### src/rtl/seq_detect_ctrl.sv
// Run controller for a serial bit-pattern detector: arms on start, slides qualified bits
// through a history window, counts matches and ends the run on a match or bit limit.
module seq_detect_ctrl #(
    parameter int MAX_LEN = 8,
    parameter int CNT_W   = 16,
    parameter int IDX_W   = 16
) (
    input  logic                         clk,
    input  logic                         rst_n,
    input  logic                         d,
    input  logic                         d_valid,
    input  logic                         start,
    input  logic                         abort,
    input  logic [MAX_LEN-1:0]           cfg_pattern,
    input  logic [$clog2(MAX_LEN+1)-1:0] cfg_len,
    input  logic                         cfg_overlap,
    input  logic [CNT_W-1:0]             cfg_max_matches,
    input  logic [IDX_W-1:0]             cfg_max_bits,
    output logic                         busy,
    output logic                         done,
    output logic [1:0]                   done_reason,
    output logic                         match,
    output logic [CNT_W-1:0]             match_count,
    output logic [IDX_W-1:0]             match_index
);
    localparam int LEN_W = $clog2(MAX_LEN+1);

    typedef enum logic [1:0] {
        S_IDLE = 2'd0,
        S_RUN  = 2'd1,
        S_DONE = 2'd2
    } state_t;

    state_t state, state_nxt;

    logic [LEN_W-1:0]   len_r;
    logic [MAX_LEN-1:0] pat_r;
    logic               ovl_r;
    logic [CNT_W-1:0]   maxm_r;
    logic [IDX_W-1:0]   maxb_r;
    logic [MAX_LEN-2:0] hist_r;
    logic [LEN_W-1:0]   fill_r;
    logic [IDX_W-1:0]   bit_idx_r;
    logic [CNT_W-1:0]   match_count_r;
    logic [IDX_W-1:0]   match_index_r;
    logic [1:0]         done_reason_r;
    logic               match_p1;

    logic [MAX_LEN-1:0] win;
    logic [MAX_LEN-1:0] mask;
    logic               fill_ok;
    logic               hit;
    logic               accept;
    logic [CNT_W-1:0]   cnt_nxt;
    logic               lim_m;
    logic               lim_b;
    logic               term;

    function automatic logic [MAX_LEN-1:0] len_mask(input logic [LEN_W-1:0] len);
        logic [MAX_LEN-1:0] m;
        m = '0;
        for (int i = 0; i < MAX_LEN; i++) begin
            if (i < int'(len)) m[i] = 1'b1;
        end
        return m;
    endfunction

    // Length 0 behaves as 1, anything above MAX_LEN is clamped.
    function automatic logic [LEN_W-1:0] norm_len(input logic [LEN_W-1:0] len);
        if (len == '0)
            return LEN_W'(1);
        else if (int'(len) > MAX_LEN)
            return LEN_W'(MAX_LEN);
        else
            return len;
    endfunction

    function automatic logic [CNT_W-1:0] sat_inc(input logic [CNT_W-1:0] c);
        return (&c) ? c : c + CNT_W'(1);
    endfunction

    always_comb begin
        win     = {hist_r, d};
        mask    = len_mask(len_r);
        fill_ok = ({1'b0, fill_r} + (LEN_W+1)'(1)) >= {1'b0, len_r};
        hit     = fill_ok && ((win & mask) == (pat_r & mask));
        accept  = (state == S_RUN) && d_valid && !abort;
        cnt_nxt = hit ? sat_inc(match_count_r) : match_count_r;
        lim_m   = (maxm_r != '0) && (cnt_nxt == maxm_r);
        lim_b   = (maxb_r != '0) && ((bit_idx_r + IDX_W'(1)) == maxb_r);
        term    = accept && (lim_m || lim_b);
    end

    always_ff @(posedge clk or negedge rst_n) begin
        if (!rst_n)
            state <= S_IDLE;
        else
            state <= state_nxt;
    end

    always_comb begin
        state_nxt = state;
        if (abort) begin
            state_nxt = S_IDLE;
        end else begin
            case (state)
                S_IDLE:  if (start) state_nxt = S_RUN;
                S_RUN:   if (term)  state_nxt = S_DONE;
                S_DONE:  if (start) state_nxt = S_RUN;
                default: state_nxt = S_IDLE;
            endcase
        end
    end

    // Sampling edge: window shift, match registration and termination cause.
    always_ff @(posedge clk or negedge rst_n) begin
        if (!rst_n) begin
            len_r         <= LEN_W'(1);
            pat_r         <= '0;
            ovl_r         <= 1'b0;
            maxm_r        <= '0;
            maxb_r        <= '0;
            hist_r        <= '0;
            fill_r        <= '0;
            bit_idx_r     <= '0;
            match_count_r <= '0;
            match_index_r <= '0;
            done_reason_r <= 2'b00;
            match_p1      <= 1'b0;
        end else begin
            match_p1 <= 1'b0;
            if (abort) begin
                done_reason_r <= 2'b00;
            end else if (start && (state != S_RUN)) begin
                len_r         <= norm_len(cfg_len);
                pat_r         <= cfg_pattern;
                ovl_r         <= cfg_overlap;
                maxm_r        <= cfg_max_matches;
                maxb_r        <= cfg_max_bits;
                hist_r        <= '0;
                fill_r        <= '0;
                bit_idx_r     <= '0;
                match_count_r <= '0;
                match_index_r <= '0;
                done_reason_r <= 2'b00;
            end else if (accept) begin
                hist_r    <= win[MAX_LEN-2:0];
                bit_idx_r <= bit_idx_r + IDX_W'(1);
                if (hit && !ovl_r)
                    fill_r <= '0;
                else if (fill_r < len_r)
                    fill_r <= fill_r + LEN_W'(1);
                if (hit) begin
                    match_p1      <= 1'b1;
                    match_count_r <= cnt_nxt;
                    match_index_r <= bit_idx_r;
                end
                if (term)
                    done_reason_r <= {lim_b, lim_m};
            end
        end
    end

    assign busy        = (state == S_RUN);
    assign done        = (state == S_DONE);
    assign done_reason = done_reason_r;
    assign match       = match_p1;
    assign match_count = match_count_r;
    assign match_index = match_index_r;

endmodule

### config.mk
export PLATFORM = sky130hd
export DESIGN_NAME = seq_detect_ctrl
export DESIGN_NICKNAME = d
export VERILOG_FILES = /design/src/rtl/seq_detect_ctrl.sv
export SDC_FILE = /design/constraint.sdc
export NUM_CORES = 1
export LEC_CHECK = 0
export BUFFER_PORTS_ARGS = -buffer_cell sky130_fd_sc_hd__buf_2
export CORE_MARGIN = 2
export CORE_UTILIZATION = 58
export CTS_CLUSTER_SIZE = 28
export DETAILED_ROUTE_END_ITERATION = 7
export GPL_TIMING_DRIVEN = 0
export PLACE_DENSITY = 0.81
export RECOVER_POWER = 25
export SKIP_CTS_REPAIR_TIMING = 1
export SYNTH_ARGS = -nofsm -noshare
export SYNTH_HDL_FRONTEND = slang
export SYNTH_SLANG_ARGS = --single-unit
### constraint.sdc
create_clock -name clk -period 3.49 [get_ports clk]
set_clock_uncertainty 0.2 [all_clocks]
set_input_delay 0.698 -clock clk [delete_from_list [all_inputs] [get_ports clk]]
set_output_delay 0.698 -clock clk [all_outputs]
set_load 0.01 [all_outputs]
==> out/metrics.csv, run 1 <==
stage;metric;value;unit
status;outcome;complete, no violations;
floorplan;core area;10420;um2
worst_setup_path;CP max stage delay;0.45;ns
grt;largest net degree at the start of global routing;61;
route;DR WL/cell;17.88;um
timing;Peak Freq;296.9;MHz
floorplan;IO Pins;88;
final_layout;final core utilization;0.6921;
timing;RSZ-0062 raised after global routing;yes;
worst_setup_path;Crit-path slowest cell;dfrtp_2;
synthesis;synth warn;0;
timing;final worst path period need;3.368;ns
timing;Slew HR;0.01470;
worst_setup_path;critical path's most frequent cell;ha_1;
clock_tree;CTS Buffer Depth;2;
worst_setup_path;R2R Path End;state[0]$_DFFE_PN0P_;
flow_run;max_cap viols;0;
route;Routed Antenna Nets;0;
power_and_ir_drop;Net Sw Power;1.246;mW
worst_setup_path;CP startpoint kind;flop;
timing;Final Cycle Share;0.9649;
final_layout;Reg area;2730;um2
clock_tree;Worst-path clk slew;0.11;ns
worst_setup_path;Critical Path Sink Type;flop;
worst_setup_path;Cell Chain, Critical Path;ha_1 > xor2_2 > ha_1 > o21a_1 > o31ai_2 > a22oi_2 > nand3_1 > nor4_1 > a31o_1 > and4_1 > o41ai_2;
place;pre-CTS setup slack;-0.1305;ns
synthesis;count of cell types in the netlist;64;
synthesis;post-synth design cell area;6257;um2
route;drt first-iter violations;548;
power_and_ir_drop;internal power;2.191;mW
timing;Max Slew Vio Count;0;
final_layout;diode count;0;
place;HPWL Detailed;12880;um
power_and_ir_drop;clock network power share;0.258;
power_and_ir_drop;Max VDD drop;0.3857;mV
worst_setup_path;end of the critical path;state[0]$_DFFE_PN0P_;
worst_setup_path;CP arrival;3.44;ns
worst_setup_path;Critical Path Source;fill_r[0]$_DFFE_PN0P_;
synthesis;EDFF count, synth;0;
floorplan;die height;107.9;um
timing;setup ws final;0.1224;ns
timing;endpoints failing setup;0;
final_layout;share of cells above drive strength 1;0.1773;
synthesis;ys flop type;dfrtp_1;
worst_setup_path;critical path data required time;3.56;ns
clock_tree;clk root buf;clkbuf_8;
route;DRC viols;0;
clock_tree;CTS H-tree lvls;3;
power_and_ir_drop;Comb pwr share;0.290;
power_and_ir_drop;Reg power frac;0.452;
synthesis;Yosys reg bits;109;
grt;GRT Util Overall;0.3143;
timing;final hold violations;0;
clock_tree;Worst-Skew Late Latency;0.39;ns
place;global placement routability congestion;0.9382;
synthesis;sequential area share after synthesis;0.4361;
final_layout;Layout area overhead;15.22;%
worst_setup_path;RR Startpoint;fill_r[0]$_DFFE_PN0P_;
grt;GR Overflow Total;0;
clock_tree;clock sink total;109;
grt;global-route wire length before repair;28400;um
synthesis;syn_nets;804;
route;DR pass1 iterations;5;
power_and_ir_drop;Pwr Total;3.437;mW
synthesis;cells after synthesis;742;
final_layout;commonest cells after routing, fill and taps aside;nand2_1 (186), dfrtp_1 (107), buf_2 (91);
final_layout;commonest non-fill, non-tap cell in the layout;nand2_1;
power_and_ir_drop;Lkg Pwr;3.342;nW
grt;antenna violations before repair;0;
route;DR vias/cell;6.077;
grt;vias in the first global route;5712;
clock_tree;CTS tree;built;
final_layout;nets;903;
floorplan;Rows;37;
synthesis;Syn Area/Cell;8.433;um2
floorplan;Die ar.;11630;um2
timing;worst slew pin tran;1.478;ns
worst_setup_path;crit path max fanout;8;
floorplan;die width;107.9;um
min_path;Hold Path Class;flop to flop;
route;vias;5968;
floorplan;initial core utilization;0.6007;
power_and_ir_drop;Sw Ratio;0.3624;
worst_setup_path;Worst R2R Path Depth;11;
clock_tree;Num CTS Buffers;9;
final_layout;Fillers;859;
place;port bufs;86;
power_and_ir_drop;Power Dens Cells;476.8;nW/um2
synthesis;Async SR Flop Fraction;1.000;
route;drt total wl;17560;um
final_layout;Multi-input gate area;3390;um2
worst_setup_path;FF-to-FF setup slack;0.12;ns
worst_setup_path;Setup CP Type;flop to flop;
state kept, by name (all words and copies together), names as in the netlist:
register and count:
ovl_r 1, done_reason 2, len_r 4, match 1, state 2, match_count 16
match_index 16, bit_idx_r 16, hist_r 7, maxm_r 16, fill_r 4, pat_r 8
maxb_r 16
per-stage QoR:
stage | hold WS, ns | std cells | area [um2] | setup TNS (ns)
2_1_floorplan | 0.2024 | 742 | 6257 | 0
3_3_place_gp | 0.2593 | 964 | 6858 | -0.4833
3_5_place_dp | 0.2636 | 965 | 6888 | -0.9806
4_1_cts | 0.1460 | 981 | 7114 | -1.338
5_1_grt | 0.2805 | 982 | 7209 | -0.2597
6_report | 0.2857 | 982 | 7209 | 0
layout make-up:
| cell class | instances | area share |
|---|---|---|
| clock buffer | 10 | 0.01770 |
| buffer | 42 | 0.02638 |
| inverter | 14 | 0.007289 |
| sequential | 109 | 0.3787 |
| tap | 136 | 0.02360 |
| timing repair buffer | 89 | 0.06248 |
| clock inverter | 6 | 0.01371 |
| multi-input combinational | 576 | 0.4701 |
cells in the mapped netlist, types with 3 or more instances:
cell type / n / share of area
xor2_1: 21 / 0.029
o21ai_0: 59 / 0.047
and3_1: 9 / 0.0090
or3_1: 3 / 0.0030
nand4_1: 10 / 0.010
o31ai_1: 14 / 0.017
dfrtp_1: 108 / 0.43
xnor2_1: 28 / 0.039
nor2_1: 41 / 0.025
a31oi_1: 7 / 0.0070
nor2b_1: 5 / 0.0050
o211ai_1: 5 / 0.0060
nand2_1: 187 / 0.11
buf_2: 6 / 0.0048
inv_1: 13 / 0.0078
nor3_2: 3 / 0.0048
nand3b_1: 5 / 0.0060
nor3_1: 14 / 0.011
clkbuf_1: 35 / 0.021
o41ai_1: 3 / 0.0042
a22o_1: 13 / 0.018
nand3_1: 21 / 0.017
o22ai_1: 3 / 0.0030
o21ai_1: 17 / 0.014
a21oi_1: 17 / 0.014
nor4_1: 22 / 0.022
nand2b_1: 9 / 0.0090
and4_1: 3 / 0.0042
ha_1: 11 / 0.022
or4_1: 3 / 0.0036
a21o_1: 4 / 0.0048
layer usage:
layer,up-vias,wire (um),track usage
li1,2803,-,-
met1,2833,7749,0.4596
met2,300,7805,0.4641
met3,32,1657,0.06416
met4,0,343,0.1108
met5,-,0,0
critical path: cells and delay by family, from the launching register on:
| kind | cells | cell delay [ns] |
|---|---|---|
| adders and majority gates | 2 | 0.54 |
| xor gates and xnor gates | 1 | 0.17 |
| and+or+nand+nor | 3 | 1.05 |
| DFF | 1 | 0.45 |
| AOI/OAI and AO/OA | 5 | 0.82 |
how the worst min path moves through the flow:
stage / to / cells after the start / startpoint / slack (ns)
5_1_grt: maxb_r[13]$_DFFE_PN0P_ / 3 / cfg_max_bits[13] / 0.28
6_report: match_index[11]$_DFFE_PN0P_ / 2 / match_index[11]$_DFFE_PN0P_ / 0.29
3_5_place_dp: ovl_r$_DFFE_PN0P_ / 2 / ovl_r$_DFFE_PN0P_ / 0.26
3_3_place_gp: ovl_r$_DFFE_PN0P_ / 2 / ovl_r$_DFFE_PN0P_ / 0.26
4_1_cts: match_count[6]$_DFFE_PN0P_ / 1 / rst_n / 0.15
2_1_floorplan: bit_idx_r[0]$_DFFE_PN0P_ / 0 / rst_n / 0.20
kinds of logic (layout without fill, tap and decap cells):
logic type      count (synthesis)  in the layout  synth area share
flops                         109            109            0.4361
xor+xnor                       49             49           0.06859
fa+ha+maj                      11             11           0.02200
compound gates                168            168            0.1738
mux                             3              3          0.004999
buf+inv                        57            161           0.03679
simple gates                  345            345            0.2577
power groups by stage:
stage	logic (mW)	clock network, mW	registers (mW)
2_1_floorplan	0.635	0	1.52
3_3_place_gp	0.843	0	1.57
3_5_place_dp	0.882	0	1.57
4_1_cts	0.889	0.881	1.55
5_1_grt	1.11	0.951	1.57
6_report	0.997	0.887	1.55
Power figures use the tool's default switching activity.
==> run 2: changes to the inputs <==
--- a/config.mk
+++ b/config.mk
@@ -7,11 +7,11 @@
 export LEC_CHECK = 0
 export BUFFER_PORTS_ARGS = -buffer_cell sky130_fd_sc_hd__buf_2
 export CORE_MARGIN = 2
-export CORE_UTILIZATION = 58
+export CORE_UTILIZATION = 45
 export CTS_CLUSTER_SIZE = 28
 export DETAILED_ROUTE_END_ITERATION = 7
 export GPL_TIMING_DRIVEN = 0
-export PLACE_DENSITY = 0.81
+export PLACE_DENSITY = 0.71
 export RECOVER_POWER = 25
 export SKIP_CTS_REPAIR_TIMING = 1
 export SYNTH_ARGS = -nofsm -noshare
==> run 2 against run 1 <==
The run now ends with capacitance limit, slew limit left; die area is 28% higher; sequential cell count unchanged; utilization shrank 16 points; largest cell class unchanged; largest power group unchanged.
==> out/metrics.csv, run 2 (same netlist as run 1, synthesis figures left out) <==
stage;metric;value;unit;change
timing;endpoints failing setup;0;;unchanged
flow_run;max_cap viols;1;;was 0
final_layout;commonest cells after routing, fill and taps aside;nand2_1 (187), dfrtp_1 (108), buf_2 (91);;was nand2_1 (186), dfrtp_1 (107), buf_2 (91)
grt;largest net degree at the start of global routing;67;;was 61
worst_setup_path;crit path max fanout;10;;was 8
power_and_ir_drop;internal power;2.324;mW;was 2.191 mW
final_layout;final instance area;7367;um2;was 7209 um2
power_and_ir_drop;Power Dens Cells;482.7;nW/um2;was 476.8 nW/um2
place;port bufs;86;;unchanged
timing;Setup TNS;0;ns;unchanged
place;HPWL Detailed;12390;um;was 12880 um
power_and_ir_drop;Lkg Pwr;3.400;nW;was 3.342 nW
worst_setup_path;Critical Path Sink Type;flop;;unchanged
clock_tree;CTS H-tree lvls;3;;unchanged
place;global placement routability congestion;0.9453;;was 0.9382
power_and_ir_drop;Comb pwr share;0.281;;was 0.290
power_and_ir_drop;clock network power share;0.284;;was 0.258
grt;GRT Util Overall;0.2307;;was 0.3143
worst_setup_path;Setup CP Type;flop to flop;;unchanged
min_path;Hold Path Class;flop to flop;;unchanged
power_and_ir_drop;Sw Ratio;0.3464;;was 0.3624
floorplan;Rows;43;;was 37
worst_setup_path;Crit-path slowest cell;dfrtp_1;;was dfrtp_2
route;DR vias/cell;5.570;;was 6.077
route;DR WL/cell;16.22;um;was 17.88 um
timing;Slew HR;-0.5805;;was 0.01470
route;vias;5737;;was 5968
place;pre-CTS setup slack;-0.1639;ns;was -0.1305 ns
timing;worst slew pin tran;2.371;ns;was 1.478 ns
timing;final worst path period need;3.378;ns;was 3.368 ns
clock_tree;Worst-path clk slew;0.07;ns;was 0.11 ns
worst_setup_path;CP max stage delay;0.43;ns;was 0.45 ns
floorplan;Die ar.;14860;um2;was 11630 um2
grt;vias in the first global route;5201;;was 5712
route;drt first-iter violations;451;;was 548
floorplan;IO Pins;88;;unchanged
floorplan;die width;121.9;um;was 107.9 um
route;Routed Antenna Nets;0;;unchanged
status;outcome;complete, but fails checks;;was complete, no violations
clock_tree;Num CTS Buffers;9;;unchanged
grt;GR Overflow Total;0;;unchanged
power_and_ir_drop;Reg power frac;0.435;;was 0.452
power_and_ir_drop;Net Sw Power;1.232;mW;was 1.246 mW
route;drt total wl;16710;um;was 17560 um
route;DR pass1 iterations;5;;unchanged
final_layout;nets;907;;was 903
power_and_ir_drop;Max VDD drop;0.2867;mV;was 0.3857 mV
status;failing checks;capacitance limit, slew limit;;
timing;Final Cycle Share;0.9679;;was 0.9649
worst_setup_path;critical path data required time;3.57;ns;was 3.56 ns
clock_tree;clk root buf;clkbuf_16;;was clkbuf_8
worst_setup_path;Cell Chain, Critical Path;ha_1 > ha_1 > a21boi_1 > o31ai_2 > a22o_2 > clkbuf_4 > nor3_1 > o221a_2 > nor4_1 > nand4_1 > a31oi_1;;was ha_1 > xor2_2 > ha_1 > o21a_1 > o31ai_2 > a22oi_2 > nand3_1 > nor4_1 > a31o_1 > and4_1 > o41ai_2
clock_tree;Worst-Skew Late Latency;0.36;ns;was 0.39 ns
floorplan;core area;13720;um2;was 10420 um2
worst_setup_path;CP startpoint kind;flop;;unchanged
floorplan;die height;121.9;um;was 107.9 um
clock_tree;CTS Buffer Depth;2;;unchanged
timing;final hold violations;0;;unchanged
final_layout;commonest non-fill, non-tap cell in the layout;nand2_1;;unchanged
timing;Peak Freq;296.0;MHz;was 296.9 MHz
clock_tree;CTS tree;built;;unchanged
timing;Max Slew Vio Count;44;;was 0
clock_tree;clock sink total;109;;unchanged
timing;RSZ-0062 raised after global routing;yes;;unchanged
floorplan;initial core utilization;0.4561;;was 0.6007
final_layout;share of cells above drive strength 1;0.1788;;was 0.1773
timing;setup ws final;0.1119;ns;was 0.1224 ns
worst_setup_path;CP arrival;3.46;ns;was 3.44 ns
place;Placed Instance Area;6943;um2;was 6888 um2
route;DRC viols;0;;unchanged
worst_setup_path;critical path's most frequent cell;ha_1;;unchanged
final_layout;Layout area overhead;17.74;%;was 15.22%
final_layout;diode count;0;;unchanged
timing;WHS;0.2798;ns;was 0.2857 ns
grt;antenna violations before repair;0;;unchanged
grt;global-route wire length before repair;26890;um;was 28400 um
run 2: cell types whose count changed in the layout (fill, tap and decap cells not counted), sizes merged:
cell	delta
clkinvlp	+1
clkinv	-2
clkbuf	+1
buf	+4
bufinv	-2
inv	+2
run 2: worst max-delay path, delay by kind of cell, from the launching register on:
kind / cells / cell delay, ns
flip-flops: 1 / 0.43
buffers and inverters: 1 / 0.29
AO/OA/AOI/OAI: 5 / 1.20
AND/OR/NAND/NOR: 3 / 0.57
adder cells (fa/ha/maj): 2 / 0.61
run 2: per-stage QoR:
| stage | total power [mW] | instances | utilization |
|---|---|---|---|
| after floorplan | 2.154 | 742 | - |
| after global placement | 2.418 | 1008 | 0.5039 |
| after detailed placement | 2.436 | 1009 | 0.5061 |
| after CTS | 3.448 | 1025 | 0.5275 |
| after global routing | 3.762 | 1030 | 0.5370 |
| final | 3.556 | 1030 | 0.5370 |
run 2: power groups by stage:
stage          logic [mW]  registers [mW]  clock network (mW)
6_report            0.999            1.55                1.01
5_1_grt              1.12            1.57                1.08
4_1_cts             0.872            1.54                1.03
3_5_place_dp        0.867            1.57                   0
3_3_place_gp        0.853            1.56                   0
2_1_floorplan       0.635            1.52                   0
run 2: routing by layer:
layer	global-route usage	up-vias	share of wire
li1	-	2829	-
met1	0.3502	2643	0.46
met2	0.3314	234	0.44
met3	0.03558	31	0.074
met4	0.08693	0	0.025
met5	0	-	0
run 2: cell type report:
cell class                 instances  area, um2
buffer                            42      185.2
clock buffer                      11      252.7
multi-input combinational        576       3379
clock inverter                     5      41.29
inverter                          14      52.55
tap                              180      225.2
sequential                       109       2729
timing repair buffer              93      501.7
fill                            1307       6352
run 2: worst paths after layout:
check	from	endpoint	slack [ns]	cells past startpoint
setup / recovery	fill_r[0]$_DFFE_PN0P_	state[1]$_DFFE_PN0P_	0.11	11
hold / removal	match_index[9]$_DFFE_PN0P_	match_index[9]$_DFFE_PN0P_	0.28	2
setup reg to reg	fill_r[0]$_DFFE_PN0P_	state[1]$_DFFE_PN0P_	0.11	11
hold reg to reg	match_index[9]$_DFFE_PN0P_	match_index[9]$_DFFE_PN0P_	0.28	2
max in group asynchronous	rst_n	match_count[7]$_DFFE_PN0P_	0.88	1
min in group asynchronous	rst_n	match_index[12]$_DFFE_PN0P_	0.85	1
==> run 3: changes to the inputs <==
--- a/config.mk
+++ b/config.mk
@@ -5,6 +5,7 @@
 export SDC_FILE = /design/constraint.sdc
 export NUM_CORES = 1
 export LEC_CHECK = 0
+export ABC_AREA = 1
 export BUFFER_PORTS_ARGS = -buffer_cell sky130_fd_sc_hd__buf_2
 export CORE_MARGIN = 2
 export CORE_UTILIZATION = 45
==> run 3 against run 2 <==
The flow now finishes without violations; register-to-register slack better by 0.28 ns; worst hold slack better by 0.040 ns; sequential cell count unchanged; combinational power down 0.9%; routed wire length up 7.5%; utilization down 0.67 points.
==> out/metrics.csv, run 3 <==
stage;metric;value;unit;change
status;outcome;complete, no violations;;was complete, but fails checks
place;port bufs;87;;was 86
final_layout;final instance area;7390;um2;was 7367 um2
synthesis;EDFF count, synth;0;;unchanged
synthesis;largest area contributor in the netlist;dfrtp_1;;unchanged
grt;largest net degree at the start of global routing;60;;was 67
worst_setup_path;Cell Chain, Critical Path;ha_1 > ha_1 > nand2_1 > nand2_1 > nand2_1 > nand2_1 > nand2_1 > nand2_2 > nand3_4 > buf_6 > nand2_2 > nand2_1 > nand2_1 > nand2_1 > nor2_2 > nand3_1 > nor2_2 > nand2_2 > nand2_1 > a21oi_1;;was ha_1 > ha_1 > a21boi_1 > o31ai_2 > a22o_2 > clkbuf_4 > nor3_1 > o221a_2 > nor4_1 > nand4_1 > a31oi_1
timing;Final Cycle Share;0.8875;;was 0.9679
route;DR pass1 iterations;5;;unchanged
clock_tree;CTS Buffer Depth;2;;unchanged
floorplan;initial core utilization;0.4626;;was 0.4561
power_and_ir_drop;Sw Ratio;0.3597;;was 0.3464
min_path;Hold Path Class;flop to flop;;unchanged
timing;Max Slew Vio Count;0;;was 44
synthesis;count of cell types in the netlist;37;;was 64
synthesis;Syn Area/Cell;7.162;um2;was 8.433 um2
timing;final hold violations;0;;unchanged
grt;GRT Util Overall;0.2489;;was 0.2307
final_layout;commonest cells after routing, fill and taps aside;nand2_1 (293), inv_1 (118), dfrtp_1 (108);;was nand2_1 (187), dfrtp_1 (108), buf_2 (91)
power_and_ir_drop;Net Sw Power;1.271;mW;was 1.232 mW
worst_setup_path;Crit-path slowest cell;dfrtp_1;;unchanged
timing;RSZ-0062 raised after global routing;no;;was yes
worst_setup_path;CP startpoint kind;flop;;unchanged
place;global placement routability congestion;0.9310;;was 0.9453
clock_tree;Worst-Skew Late Latency;0.36;ns;about the same
power_and_ir_drop;Reg power frac;0.439;;was 0.435
route;Routed Antenna Nets;0;;unchanged
floorplan;die width;123.7;um;was 121.9 um
floorplan;Die ar.;15300;um2;was 14860 um2
grt;global-route wire length before repair;29250;um;was 26890 um
route;drt total wl;17970;um;was 16710 um
worst_setup_path;FF-to-FF setup slack;0.39;ns;was 0.11 ns
timing;final worst path period need;3.097;ns;was 3.378 ns
power_and_ir_drop;Max VDD drop;0.2878;mV;was 0.2867 mV
min_path;WHS Endpoint;ovl_r$_DFFE_PN0P_;;was match_index[9]$_DFFE_PN0P_
worst_setup_path;Setup CP Type;flop to flop;;unchanged
final_layout;diode count;0;;unchanged
route;drt first-iter violations;506;;was 451
grt;antenna violations before repair;0;;unchanged
synthesis;post-synth design cell area;6446;um2;was 6257 um2
synthesis;Yosys top cell area share;0.4193;;was 0.4319
timing;endpoints failing setup;0;;unchanged
timing;worst slew pin tran;1.450;ns;was 2.371 ns
final_layout;commonest non-fill, non-tap cell in the layout;nand2_1;;unchanged
timing;Setup TNS;0;ns;unchanged
worst_setup_path;critical path data required time;3.53;ns;was 3.57 ns
synthesis;syn_nets;962;;was 804
worst_setup_path;Worst R2R Path Depth;20;;was 11
clock_tree;CTS tree;built;;unchanged
place;HPWL Detailed;13360;um;was 12390 um
synthesis;Synth area leaders;dfrtp_1 (42%), nand2_1 (17%), inv_1 (6.9%);;was dfrtp_1 (43%), nand2_1 (11%), o21ai_0 (4.7%)
synthesis;ys flop type;dfrtp_1;;unchanged
min_path;Hold Path Depth;2;;unchanged
final_layout;share of cells above drive strength 1;0.1565;;was 0.1788
flow_run;max_cap viols;0;;was 1
worst_setup_path;R2R Path End;done_reason[1]$_DFFE_PN0P_;;was state[1]$_DFFE_PN0P_
clock_tree;clk root buf;clkbuf_16;;unchanged
worst_setup_path;Critical Path Sink Type;flop;;unchanged
route;DRC viols;0;;unchanged
clock_tree;clock sink total;109;;unchanged
clock_tree;Worst-path clk slew;0.08;ns;was 0.07 ns
timing;Slew HR;0.03323;;was -0.5805
grt;GR Overflow Total;0;;unchanged
worst_setup_path;RR Startpoint;fill_r[0]$_DFFE_PN0P_;;unchanged
synthesis;Yosys reg bits;109;;unchanged
timing;Peak Freq;322.8;MHz;was 296.0 MHz
route;DR WL/cell;15.19;um;was 16.22 um
power_and_ir_drop;Comb pwr share;0.280;;was 0.281
synthesis;most frequent cells after synthesis;nand2_1 (294), inv_1 (118), dfrtp_1 (108), nand3_1 (75), nor2_1 (63);;was nand2_1 (187), dfrtp_1 (108), o21ai_0 (59), nor2_1 (41), clkbuf_1 (35)
synthesis;cells after synthesis;900;;was 742
synthesis;synth warn;0;;unchanged
floorplan;die height;123.7;um;was 121.9 um
power_and_ir_drop;Power Dens Cells;478.4;nW/um2;was 482.7 nW/um2
place;Placed Instance Area;7137;um2;was 6943 um2
min_path;Hold Startpoint;ovl_r$_DFFE_PN0P_;;was match_index[9]$_DFFE_PN0P_
power_and_ir_drop;Lkg Pwr;3.764;nW;was 3.400 nW
synthesis;Async SR Flop Fraction;1.000;;unchanged
floorplan;IO Pins;88;;unchanged
worst_setup_path;CP max stage delay;0.45;ns;was 0.43 ns
worst_setup_path;CP arrival;3.14;ns;was 3.46 ns
clock_tree;Num CTS Buffers;9;;unchanged
floorplan;Rows;43;;unchanged
worst_setup_path;crit path max fanout;10;;unchanged
worst_setup_path;critical path's most frequent cell;nand2_1;;was ha_1
final_layout;nets;1061;;was 907
power_and_ir_drop;clock network power share;0.281;;was 0.284
clock_tree;CTS H-tree lvls;3;;unchanged
final_layout;Layout area overhead;14.64;%;was 17.74%
grt;vias in the first global route;5911;;was 5201
route;DR vias/cell;5.265;;was 5.570
power_and_ir_drop;internal power;2.263;mW;was 2.324 mW
route;vias;6228;;was 5737
synthesis;sequential area share after synthesis;0.4233;;was 0.4361
floorplan;core area;13930;um2;was 13720 um2
synthesis;cell with the most instances after synthesis;nand2_1;;unchanged
run 3: changes by cell type after synthesis, moves of 19 or more:
cell,before,now
xnor2_1,28,3
inv_1,13,118
nand3_1,21,75
nor4_1,22,3
o22ai_1,3,40
nor2_1,41,63
clkbuf_1,35,14
nand2_1,187,294
run 3: logic make-up (layout without fill, tap and decap cells):
kind of cell,Yosys count,after routing,synth area share
simple gates,499,499,0.3420
buf+inv,148,251,0.09045
compound gates,119,119,0.1038
flops,109,109,0.4233
xor+xnor,14,14,0.01902
fa+ha+maj,11,11,0.02135
run 3: per-stage QoR:
| stage | power (mW) | util | hold WS [ns] | worst slack [ns] | cells |
|---|---|---|---|---|---|
| 6_report | 3.535 | 0.5303 | 0.3199 | 0.3926 | 1183 |
| 5_1_grt | 3.765 | 0.5303 | 0.3519 | 0.08915 | 1183 |
| 4_1_cts | 3.536 | 0.5319 | 0.2479 | 0.2915 | 1183 |
| 3_5_place_dp | 2.555 | 0.5122 | 0.2993 | 0.3026 | 1168 |
| 3_3_place_gp | 2.531 | 0.5100 | 0.2898 | 0.2017 | 1167 |
| 2_1_floorplan | 2.250 | - | 0.2024 | 0.8254 | 900 |
run 3: worst max-delay path: cells and delay by family, from the launching register on:
| family | cells | cell delay, ns |
|---|---|---|
| adders and majority gates | 2 | 0.61 |
| DFF | 1 | 0.45 |
| and+or+nand+nor | 16 | 1.42 |
| buffers and inverters | 1 | 0.23 |
| AOI/OAI and AO/OA | 1 | 0.05 |
run 3: routing by layer:
layer | vias to the layer above | wire length (um) | GRT usage
met3 | 26 | 1131 | 0.03342
met4 | 0 | 361 | 0.08168
met5 | - | 0 | 0
met2 | 184 | 8175 | 0.3959
li1 | 3085 | - | -
met1 | 2933 | 8297 | 0.3519
run 3: layout make-up:
type,count,area [um2]
inverter,127,476.7
buffer,21,106.4
fill,1408,6545
tap,180,225.2
sequential,109,2729
multi-input combinational,643,3137
clock inverter,4,32.53
timing repair buffer,88,440.4
clock buffer,11,242.7
run 3: worst max-delay path by stage:
stage                     cells after the start             startpoint  slack [ns]                          end
after global routing                          2                  rst_n        0.09        maxm_r[5]$_DFFE_PN0P_
after global placement                        1                  rst_n        0.20  match_index[11]$_DFFE_PN0P_
after detailed placement                     13  fill_r[0]$_DFFE_PN0P_        0.30   match_index[5]$_DFFE_PN0P_
after CTS                                    13  fill_r[0]$_DFFE_PN0P_        0.29   match_index[5]$_DFFE_PN0P_
final                                        20  fill_r[0]$_DFFE_PN0P_        0.39   done_reason[1]$_DFFE_PN0P_
after floorplan                              20  fill_r[0]$_DFFE_PN0P_        0.83   done_reason[1]$_DFFE_PN0P_
run 3: power by group through the flow:
stage                     combinational, mW  clock [mW]  sequential [mW]
after CTS                             0.988       0.998             1.55
after global placement                0.963           0             1.57
final                                 0.990       0.992             1.55
after floorplan                       0.705           0             1.54
after detailed placement              0.983           0             1.57
after global routing                   1.14        1.05             1.57
